$ cat config.mk
export PLATFORM = sky130hd
export DESIGN_NAME = fixed_point_issue_unit
export DESIGN_NICKNAME = d
export VERILOG_FILES = /design/src/rtl/fixed_point_issue_unit.sv
export SDC_FILE = /design/constraint.sdc
export NUM_CORES = 1
export LEC_CHECK = 0
export ABC_CLOCK_PERIOD_IN_PS = 10700
export CAP_MARGIN = 20
export CORE_MARGIN = 2
export CORE_UTILIZATION = 45
export DETAILED_ROUTE_END_ITERATION = 7
export PLACE_DENSITY = 0.86
export SETUP_SLACK_MARGIN = 0.05
export SLEW_MARGIN = 10
export SYNTH_ARGS = -nofsm -noshare
export SYNTH_HDL_FRONTEND = slang
export SYNTH_SLANG_ARGS = --single-unit
$ cat constraint.sdc
create_clock -name clk -period 10.7 [get_ports clk]
set_clock_uncertainty 0.05 [all_clocks]
set_input_delay 2.14 -clock clk [delete_from_list [all_inputs] [get_ports clk]]
set_output_delay 2.14 -clock clk [all_outputs]
set_load 0.02 [all_outputs]
$ cat src/rtl/fixed_point_issue_unit.sv
// One-at-a-time issue controller between the execute stage and the fixed-point unit.
// Define FPU_ISSUE_TIMEOUT_EN to build a watchdog that bounds the WAIT state to TIMEOUT cycles.
module fixed_point_issue_unit #(
  parameter int WIDTH   = 32,
  parameter int TIMEOUT = 64
) (
  input  logic             clk,
  input  logic             reset,
  input  logic             req_valid,
  output logic             req_ready,
  input  logic [1:0]       req_op,
  input  logic [4:0]       req_rd,
  input  logic [WIDTH-1:0] req_operand_1,
  input  logic [WIDTH-1:0] req_operand_2,
  output logic [1:0]       fpu_operation,
  output logic [WIDTH-1:0] fpu_operand_1,
  output logic [WIDTH-1:0] fpu_operand_2,
  input  logic [WIDTH-1:0] fpu_result,
  input  logic             fpu_ready,
  output logic             rsp_valid,
  input  logic             rsp_ready,
  output logic [4:0]       rsp_rd,
  output logic [WIDTH-1:0] rsp_result,
  output logic             rsp_error,
  output logic             busy
);

  // Operation code matching FPU_ADD in Defines.vh; also the neutral drive.
  localparam logic [1:0] FPU_ADD = 2'b00;

  typedef enum logic [1:0] {IDLE, ISSUE, WAIT, RESP} state_t;

  state_t           state, state_next;
  logic [1:0]       op_q;
  logic [4:0]       rd_q;
  logic [WIDTH-1:0] operand_1_q, operand_2_q;
  logic             expire;

  always_ff @(posedge clk or posedge reset) begin
    if (reset) state <= IDLE;
    else       state <= state_next;
  end

  always_comb begin
    state_next    = state;
    req_ready     = 1'b0;
    rsp_valid     = 1'b0;
    busy          = 1'b1;
    fpu_operation = FPU_ADD;
    fpu_operand_1 = '0;
    fpu_operand_2 = '0;
    case (state)
      IDLE: begin
        req_ready = 1'b1;
        busy      = 1'b0;
        if (req_valid) state_next = ISSUE;
      end
      ISSUE: begin
        // A ready seen here may belong to the previous operation.
        fpu_operation = op_q;
        fpu_operand_1 = operand_1_q;
        fpu_operand_2 = operand_2_q;
        state_next    = WAIT;
      end
      WAIT: begin
        fpu_operation = op_q;
        fpu_operand_1 = operand_1_q;
        fpu_operand_2 = operand_2_q;
        if (fpu_ready || expire) state_next = RESP;
      end
      RESP: begin
        rsp_valid = 1'b1;
        if (rsp_ready) state_next = IDLE;
      end
      default: state_next = IDLE;
    endcase
  end

  always_ff @(posedge clk or posedge reset) begin
    if (reset) begin
      op_q        <= FPU_ADD;
      rd_q        <= '0;
      operand_1_q <= '0;
      operand_2_q <= '0;
    end else if (state == IDLE && req_valid) begin
      op_q        <= req_op;
      rd_q        <= req_rd;
      operand_1_q <= req_operand_1;
      operand_2_q <= req_operand_2;
    end
  end

  // A timed-out operation reports a zero result under the captured tag.
  always_ff @(posedge clk or posedge reset) begin
    if (reset) begin
      rsp_rd     <= '0;
      rsp_result <= '0;
    end else if (state == WAIT && fpu_ready) begin
      rsp_rd     <= rd_q;
      rsp_result <= fpu_result;
    end else if (expire) begin
      rsp_rd     <= rd_q;
      rsp_result <= '0;
    end
  end

`ifdef FPU_ISSUE_TIMEOUT_EN
  localparam int CNT_W = $clog2(TIMEOUT + 1);

  logic [CNT_W-1:0] wait_cnt;

  // Ready on the expiry cycle takes priority over the timeout.
  assign expire = (state == WAIT) && !fpu_ready && (wait_cnt == CNT_W'(TIMEOUT - 1));

  always_ff @(posedge clk or posedge reset) begin
    if (reset)                            wait_cnt <= '0;
    else if (state == ISSUE)              wait_cnt <= '0;
    else if (state == WAIT && !fpu_ready) wait_cnt <= wait_cnt + 1'b1;
  end

  always_ff @(posedge clk or posedge reset) begin
    if (reset)                            rsp_error <= 1'b0;
    else if (state == WAIT && fpu_ready)  rsp_error <= 1'b0;
    else if (expire)                      rsp_error <= 1'b1;
  end
`else
  logic unused_timeout;

  assign expire         = 1'b0;
  assign rsp_error      = 1'b0;
  assign unused_timeout = (TIMEOUT >= 2);
`endif

endmodule
==> Word-level counts from Yosys, hierarchy flattened <==
Cells that the tools add are included.
{ "op_classes": {"n_eq_ne": 6, "n_mux": 10, "n_reduce_logical": 5} }
{ "op_table": {"columns": ["operator", "count"], "rows": [
  ["$mux 32", 2],
  ["$mux 2", 4],
  ["$pmux 2 s4", 1],
  ["$ne 2x2->1 const B", 3],
  ["$eq 2x2->1 const B", 2],
  ["$mux 1", 3],
  ["$reduce_and 3->1", 1],
  ["$eq 2x1->1 const B", 1],
  ["$logic_and 1x1->1", 2],
  ["$logic_not 2->1", 1],
  ["$reduce_or 2->1", 1]
]} }
{ "word_totals": {"register_bits": 110, "output_inout_bits": 107} }

==> Longest topological paths before layout <==
Gate-level depths: netlist of run 1.
{ "depth": {"depth_word": 3, "ltp_mapped": 5, "mapped_depth_nobuf": 4} }

==> Least setup slack after synthesis of run 1 <==
OpenSTA, ideal clock, no wires.
{ "synth_timing": {"path_kind": "register to output", "from": "register state[0]", "to": "output port fpu_operand_1[10]", "arrival_ps": 1397, "required_ps": 8510, "slack_ps": 7113, "path_stages_with_launch": 6, "n_path_buf": 2, "path_cell_list": "dfrtp_1 inv_1 ha_1 clkbuf_1 clkbuf_1 and2_1"} }
{ "synth_between": {"elab_chain_cells": 3, "elab_cells_between_ends": 4} }
{ "synth_rtl": {"columns": ["item", "line", "rtl"], "rows": [
  ["start: declaration", "33", "state_t state, state_next;"],
  ["start signal: assignment", "41", "else state <= state_next;"],
  ["$eq 2x2->1 / $eq 2x1->1 (equally long branches)", "52", "case (state)"],
  ["$reduce_or 2->1 (no source line) *", null, null],
  ["$mux 32 *", "52", null],
  ["end: declaration", "16", "output logic [WIDTH-1:0] fpu_operand_1,"]
]} }
Every way passes the cells marked *; elsewhere a longest branch is shown, timed or not.

==> Final worst setup path of run 1 <==
{ "layout_timing": {"from": "register state[0]", "to": "output port fpu_operand_1[0]"} }
The elaborated chain is that of the path after synthesis.

==> results of run 1 <==
power breakdown:
part | leakage, nW | internal, mW | switching (mW)
sequential | 1.30 | 0.629 | 0.104
combinational | 1.57 | 0.787 | 0.688
clock | 0.0978 | 0.0906 | 0.151
total | 2.97 | 1.51 | 0.943
through the flow:
stage | instance area [um^2] | hold WS (ns)
floorplan | 4690 | 0.420
global placement | 6850 | 0.429
detailed placement | 6850 | 0.436
CTS | 7040 | 0.461
global route | 7040 | 0.469
finish | 7040 | 0.458
flip-flops by register name, summed over array words and instances, names as in the netlist:
name and count:
op_q 2, rsp_rd 5, state 2, operand_2_q 32, rsp_result 32, operand_1_q 32, rd_q 5
per-layer routing:
layer | GRT usage | wire length, um
met1 | 0.240 | 4420
met2 | 0.358 | 5790
met3 | 0.0632 | 907
met4 | 0.0780 | 222
met5 | 0 | 0
final timing paths:
path	start	to	slack (ns)	cells after the start
max	state[0]	fpu_operand_1[0]	5.67	5
min	operand_2_q[23]	operand_2_q[23]	0.46	1
max reg2reg	state[0]	operand_1_q[11]	8.56	4
min reg2reg	operand_2_q[23]	operand_2_q[23]	0.46	1
max in group asynchronous	reset	operand_1_q[6]	7.22	3
min in group asynchronous	reset	operand_1_q[22]	2.18	2
layout make-up:
| class | count | area [um^2] | share of cell area |
|---|---|---|---|
| Inverter | 6 | 25.0 | 0.00356 |
| Tap cell | 136 | 170 | 0.0242 |
| Multi-Input combinational cell | 184 | 1750 | 0.249 |
| Clock buffer | 9 | 124 | 0.0176 |
| Sequential cell | 110 | 2750 | 0.391 |
| Timing Repair Buffer | 215 | 2150 | 0.305 |
| Clock inverter | 7 | 66.3 | 0.00942 |
cell usage in the layout (no fill, tap or decap), drive strengths merged:
cell and n:
a221oi 1, nor2b 1, ha 3, and2 66, o32a 1, conb 1
nand2 2, dfrtp 110, inv 9, mux2 109, clkinv 4, clkbuf 9
buf 2, clkdlybuf4s50 213
logic make-up (layout without fill, tap and decap cells):
group,after synthesis,after routing,synth area share
flops,110,110,0.586
mux,109,109,0.266
simple gates,69,69,0.0930
buf+inv,24,237,0.0402
fa+ha+maj,3,3,0.00800
compound gates,2,2,0.00533
other cells,1,1,0.000799
==> impl_metrics.toml, run 1 <==
[power]
ir_drop_v = 0.000163
power.total_mw = 2.45
leakagePower_nw = 2.97
pwr_density_cell_nw_per_um2 = 348

[floorplanning]
dieArea_um2 = 11300
dieHeight_um = 106
coreArea_um2 = 10200
row_count = 37
die_w_um = 106
initial_utilization = 0.459
io_pins = 215

[run]
max_cap_violations = 0

[sta]
tightest_slew_ns = 0.964
fin_crit_sh = 0.470
slew_violations = 0
fmax_ghz = 0.199
fin_ws_ns = 5.67
fin_crit_ns = 5.03
fin_setup_tns_ns = 0
setup_viol = 0
max_slew_margin = 0.358
rsz0062_at_grt = "false"
hold_viol = 0

[layout]
fin_util = 0.688
nets = 637
num_antenna_cells = 0
final_cells = 667
n_fill_cell = 736
layout-drive-gt1-share = 0.247
area_growth_pct = 49.9

[route]
wl_per_cell_um = 17.0
drt_iter0_drc = 107
drtPass1Iterations = 4
detail-route-antenna-nets = 0
drt-vias-per-instance = 4.87
vias = 3249
wirelength_um = 11300
drc = 0

[placed_design]
gp_congestion = 0.759
dp_slack_ns = 6.03
numPortBuffers = 213
dp_hpwl_um = 8410
dp_cells = 651

[worst_setup_path]
crit_slowest_cell = "ha_1"
worstSetupPathType = "flip-flop to output port"
start_kind = "flip-flop"
cp_max_fo = 39
crit_family = "buffers and inverters"
max_stage_delay_ns = 0.76
cp-end-kind = "output port"
cp_data_arrival_time_ns = 2.84
path_cells = "inv_1, ha_1, buf_4, and2_1, clkdlybuf4s50_1"
crit_required_ns = 8.51
crit_buf_inv = 3

[grt]
grt_max_degree = 72
grt.overflow.total = 0
grt_pass1_vias = 3399
grt_pass1_wl_um = 17900
grt_antenna_before_repair = 0
track_usage = 0.206

[clock_network]
cts_root_buf = "clkbuf_8"
clk_latency_ns = 0.36
cts_tree = "built"
holdBufCountCts = 0
cts_buffers = 9
cts_setup_buffers = 0
cts_buffer_depth = 2
ctsResizeCount = 0
clk_pin_slew_worst_paths_ns = 0.10
cts_num_sinks = 110
htreeDepth = 3

[yosys]
yosysTopAreaCellShare = 0.586
synthCells = 318
yosys_warnings = 0
synth_most_common_cell = "dfrtp_1"
synthTopCellsByArea = "dfrtp_1 59%, mux2_2 25%, and2_1 8.8%"
synth_top_area_cell = "dfrtp_1"
synth_area_um2 = 4690
synth_edf_count = 0
async_flop_share = 1.00
synth_cell_type_count = 16
ys_ff_latch = 110
syn_area_per_cell_um2 = 14.8
synthTopCellsByCount = "110 x dfrtp_1, 103 x mux2_2, 66 x and2_1"
syn_nets = 429
yosysSeqAreaShare = 0.586
synth-main-ff-cell = "dfrtp_1"

[status]
outcome = "completed"

[hold_path]
worstHoldPathType = "flip-flop to flip-flop"
Note: power is estimated with default switching activity, not from simulation.
==> inputs of run 2 (changes only) <==
- ABC_CLOCK_PERIOD_IN_PS: 10700 -> 4500
- CORE_UTILIZATION: 45 -> 38
- PLACE_DENSITY: 0.86 -> 0.77
- clock period: 10.7 -> 4.5 ns (I/O delays scaled with it)
==> run 2 against run 1 <==
First-iteration DRC count is 21% lower. Sequential power is 140% higher. Register-to-register slack worse by 6.2 ns. Total power grew to 2.5 times the previous value. Non-clock buffer count is 1 higher. Final cell count is 1.8% higher. Worst hold slack worse by 0.012 ns. Global-route usage is 3.5 points lower. Sequential share of layout area is 1.0 points lower. Critical path type unchanged. Cell area is 2.7% higher. Clock-buffer cell count is 1 higher. Wire length is 0.80% lower. Largest cell class unchanged.
==> impl_metrics.toml, run 2 (same netlist as run 1, synthesis figures left out) <==
[status]
outcome = "completed"

[sta]
fin_ws_ns = 0.909
slew_violations = 0
fin_crit_sh = 0.798
tightest_slew_ns = 0.995
fmax_ghz = 0.278
fin_setup_tns_ns = 0
rsz0062_at_grt = "false"
setup_viol = 0
fin_crit_ns = 3.59
hold_viol = 0
max_slew_margin = 0.337

[layout]
n_fill_cell = 980
seqCellArea_um2 = 2750
final_cells = 679
multi_input_area_um2 = 1750
num_antenna_cells = 0
layout.cells.most_common = "clkdlybuf4s50_1"
layout-drive-gt1-share = 0.248
most-common-layout-cells = "213 x clkdlybuf4s50_1, 110 x dfrtp_1, 103 x mux2_2, 66 x and2_1, 9 x clkbuf_16"
largestRegisters = "operand_1_q x32, operand_2_q x32, rsp_result x32"
area_growth_pct = 53.9
nets = 638

[placed_design]
numPortBuffers = 213
dp_hpwl_um = 8270
dp_cells = 663
gp_congestion = 0.760
dp_slack_ns = 1.27

[grt]
grt.overflow.total = 0
grt_antenna_before_repair = 0
grt_pass1_wl_um = 17600
track_usage = 0.172
grt_max_degree = 72
grt_pass1_vias = 3459

[floorplanning]
coreArea_um2 = 12000
dieArea_um2 = 13300
initial_utilization = 0.391
row_count = 40
dieHeight_um = 115
io_pins = 215
die_w_um = 115

[clock_network]
cts_buffer_depth = 2
cts_tree = "built"
cts_num_sinks = 110
cts_buffers = 9
ctsResizeCount = 0
holdBufCountCts = 0
htreeDepth = 3
clk_pin_slew_worst_paths_ns = 0.07
cts_setup_buffers = 0
clk_latency_ns = 0.34
cts_root_buf = "clkbuf_16"

[route]
wirelength_um = 11300
drc = 0
drtPass1Iterations = 4
wl_per_cell_um = 16.6
vias = 3175
drt_iter0_drc = 85
drt-vias-per-instance = 4.68
detail-route-antenna-nets = 0

[hold_path]
worstHoldPathType = "flip-flop to flip-flop"
hp-start = "operand_1_q[3]"
hold_path_depth = 1
min_to = "operand_1_q[3]"

[worst_setup_path]
path_cells = "inv_1, ha_1, buf_12, and2_1, clkdlybuf4s50_1"
crit_slowest_cell = "ha_1"
worstSetupPathType = "flip-flop to output port"
max_stage_delay_ns = 0.76
crit_required_ns = 3.55
r2r_end = "operand_1_q[10]"
cp_data_arrival_time_ns = 2.64
r2r_start = "state[0]"
reg2reg_slack_ns = 2.35
cp_max_fo = 42
start_kind = "flip-flop"
reg2reg_depth = 4
cp-end-kind = "output port"

[power]
pwr_density_cell_nw_per_um2 = 849
ir_drop_v = 0.000445
leakagePower_nw = 3.04

[run]
max_cap_violations = 0
## run 2: report_power, final
part	total, mW	internal (mW)	switching (mW)	leakage, nW
Sequential	1.75	1.50	0.246	1.30
Combinational	3.54	1.90	1.64	1.59
Clock	0.852	0.501	0.351	0.154
Total	6.13	3.90	2.23	3.04
## run 2: through the flow
step	cell area, um^2	total power [mW]	util	hold WS [ns]
3_5_place_dp	6900	5.34	0.575	0.435
4_1_cts	7230	6.22	0.602	0.451
3_3_place_gp	6870	5.24	0.572	0.428
6_report	7230	6.13	0.602	0.446
5_1_grt	7230	6.49	0.602	0.463
2_1_floorplan	4690	3.73	-	0.420
## run 2: how the worst max path moves through the flow
stage	startpoint	to	slack (ns)	cells past startpoint
after floorplan	reset	op_q[0]	0.65	1
after global placement	state[0]	fpu_operand_1[2]	1.31	5
after detailed placement	state[0]	fpu_operand_1[2]	1.27	5
after CTS	state[0]	fpu_operand_1[2]	0.88	5
after global routing	state[0]	fpu_operand_1[2]	0.79	5
final	state[0]	fpu_operand_2[30]	0.91	5
## run 2: per-layer routing
metal  GRT usage  wire, um
met5           0         0
met4      0.0578       152
met3      0.0490       911
met2       0.298      5630
met1       0.205      4560
## run 2: final cells by class
class / instances / share of cell area
Timing Repair Buffer: 216 / 0.303
Sequential cell: 110 / 0.381
Clock buffer: 10 / 0.0331
Multi-Input combinational cell: 184 / 0.243
Tap cell: 147 / 0.0255
Inverter: 6 / 0.00346
Clock inverter: 6 / 0.0118
## run 2: worst max-delay path, delay by kind of cell, from the launching register on
kind | cells | cell delay (ns)
DFF | 1 | 0.38
buffers and inverters | 3 | 0.96
and+or+nand+nor | 1 | 0.18
adders and majority gates | 1 | 0.76
==> inputs of run 3 (changes only) <==
- ABC_CLOCK_PERIOD_IN_PS: 4500 -> 3130
- clock period: 4.5 -> 3.13 ns (I/O delays scaled with it)
==> run 3 against run 2 <==
Core utilization is 0.17 points lower. Critical path depth is the same. Global-route usage fell by 0.077 points. Final cell count increased by 0.15%. Cell area decreased by 0.28%. Sequential cell count unchanged. Via count rose by 0.57%. Clock power rose by 34%. Sequential power up 42%. Setup slack got worse by 0.61 ns. Non-clock buffer count is 1 higher. Critical endpoint is now fpu_operand_2[5].
==> impl_metrics.toml, run 3 (same netlist as run 1, synthesis figures left out) <==
[hold_path]
hold_path_depth = 1
worstHoldPathType = "flip-flop to flip-flop"
min_to = "operand_2_q[7]"
hp-start = "operand_2_q[7]"

[power]
internal_power_mw = 5.55
swShare = 0.365
leakagePower_nw = 3.03
clkPwrFrac = 0.130
comb_power_share = 0.584
switchingPower_mw = 3.18
pwr_density_cell_nw_per_um2 = 1210
sequentialPowerShare = 0.286
ir_drop_v = 0.000637
power.total_mw = 8.73

[layout]
layout.cells.most_common = "clkdlybuf4s50_1"
area_growth_pct = 53.5
nets = 639
fin_util = 0.600
layout-drive-gt1-share = 0.246
num_antenna_cells = 0
largestRegisters = "operand_1_q x32, operand_2_q x32, rsp_result x32"
final_cells = 680
final_area_um2 = 7210
most-common-layout-cells = "213 x clkdlybuf4s50_1, 110 x dfrtp_1, 103 x mux2_2, 66 x and2_1, 9 x clkbuf_16"

[sta]
hold_ws_ns = 0.446
hold_viol = 0
rsz0062_at_grt = "false"
slew_violations = 0
setup_viol = 0
fin_crit_sh = 0.905
fin_ws_ns = 0.298
tightest_slew_ns = 1.02
fmax_ghz = 0.353
max_slew_margin = 0.320
fin_setup_tns_ns = 0
fin_crit_ns = 2.83

[clock_network]
cts_num_sinks = 110
cts_buffers = 9
holdBufCountCts = 0
clk_pin_slew_worst_paths_ns = 0.06
ctsResizeCount = 0
htreeDepth = 3
cts_root_buf = "clkbuf_16"
clk_latency_ns = 0.33
cts_buffer_depth = 2
cts_tree = "built"
cts_setup_buffers = 0

[floorplanning]
dieHeight_um = 115
coreArea_um2 = 12000
initial_utilization = 0.391
dieArea_um2 = 13300
die_w_um = 115
row_count = 40
io_pins = 215

[grt]
grt_pass1_wl_um = 17300
grt_pass1_vias = 3421
grt_antenna_before_repair = 0
grt.overflow.total = 0
track_usage = 0.171
grt_max_degree = 72

[placed_design]
dp_cells = 664
gp_congestion = 0.742
numPortBuffers = 213
dp_slack_ns = 0.625
dp_hpwl_um = 8090
placed_area_um2 = 6900

[route]
vias = 3193
drt-vias-per-instance = 4.70
drc = 0
detail-route-antenna-nets = 0
wirelength_um = 11200
drtPass1Iterations = 4
wl_per_cell_um = 16.4
drt_iter0_drc = 93

[worst_setup_path]
start_kind = "flip-flop"
cp_data_arrival_time_ns = 2.16
reg2reg_slack_ns = 0.98
cp-end-kind = "output port"
r2r_start = "state[0]"
worstSetupPathType = "flip-flop to output port"
cp_max_fo = 67
crit_slowest_cell = "clkdlybuf4s50_1"
crit_required_ns = 2.45
reg2reg_depth = 4
r2r_end = "operand_2_q[1]"
max_stage_delay_ns = 0.62
path_cells = "inv_1, ha_1, buf_12, and2_1, clkdlybuf4s50_1"

[status]
outcome = "completed"

[run]
max_cap_violations = 0
## run 3: worst max path at each step
| stage | from | end | slack [ns] | cells past startpoint |
|---|---|---|---|---|
| after floorplan | state[0] | fpu_operand_1[10] | 1.06 | 5 |
| final | state[1] | fpu_operand_2[5] | 0.30 | 5 |
| after global routing | state[0] | fpu_operand_2[5] | 0.16 | 5 |
| after global placement | state[0] | fpu_operand_2[3] | 0.67 | 5 |
| after detailed placement | state[1] | fpu_operand_2[5] | 0.63 | 5 |
| after CTS | state[1] | fpu_operand_2[5] | 0.26 | 5 |
## run 3: cell type report
| type | count | area, um^2 |
|---|---|---|
| flip-flops and latches | 110 | 2750 |
| inverters | 6 | 26.3 |
| clock buffers | 13 | 260 |
| clock inverters | 3 | 42.5 |
| well taps | 147 | 184 |
| fillers | 981 | 4810 |
| multi-input cells | 184 | 1750 |
| repair buffers | 217 | 2190 |
## run 3: layer usage
metal  global-route usage  part of all wire  vias up
met5                    0                 0        -
met4               0.0643             0.014        0
met3               0.0453             0.073       10
met2                0.300              0.50      136
met1                0.201              0.42     1567
li1                     -                 -     1480
## run 3: critical path: cells and delay by family (launching register included)
kind,cells,cell delay (ns)
adders and majority gates,1,0.31
buffers and inverters,3,0.92
DFF,1,0.39
and+or+nand+nor,1,0.19
## run 3: power by group through the flow
stage | Clock [mW] | Sequential [mW] | Combinational [mW]
detailed placement | 0 | 2.52 | 5.15
finish | 1.14 | 2.49 | 5.10
floorplan | 0 | 2.73 | 2.63
CTS | 1.18 | 2.50 | 5.18
global placement | 0 | 2.47 | 5.08
global route | 1.24 | 2.59 | 5.42
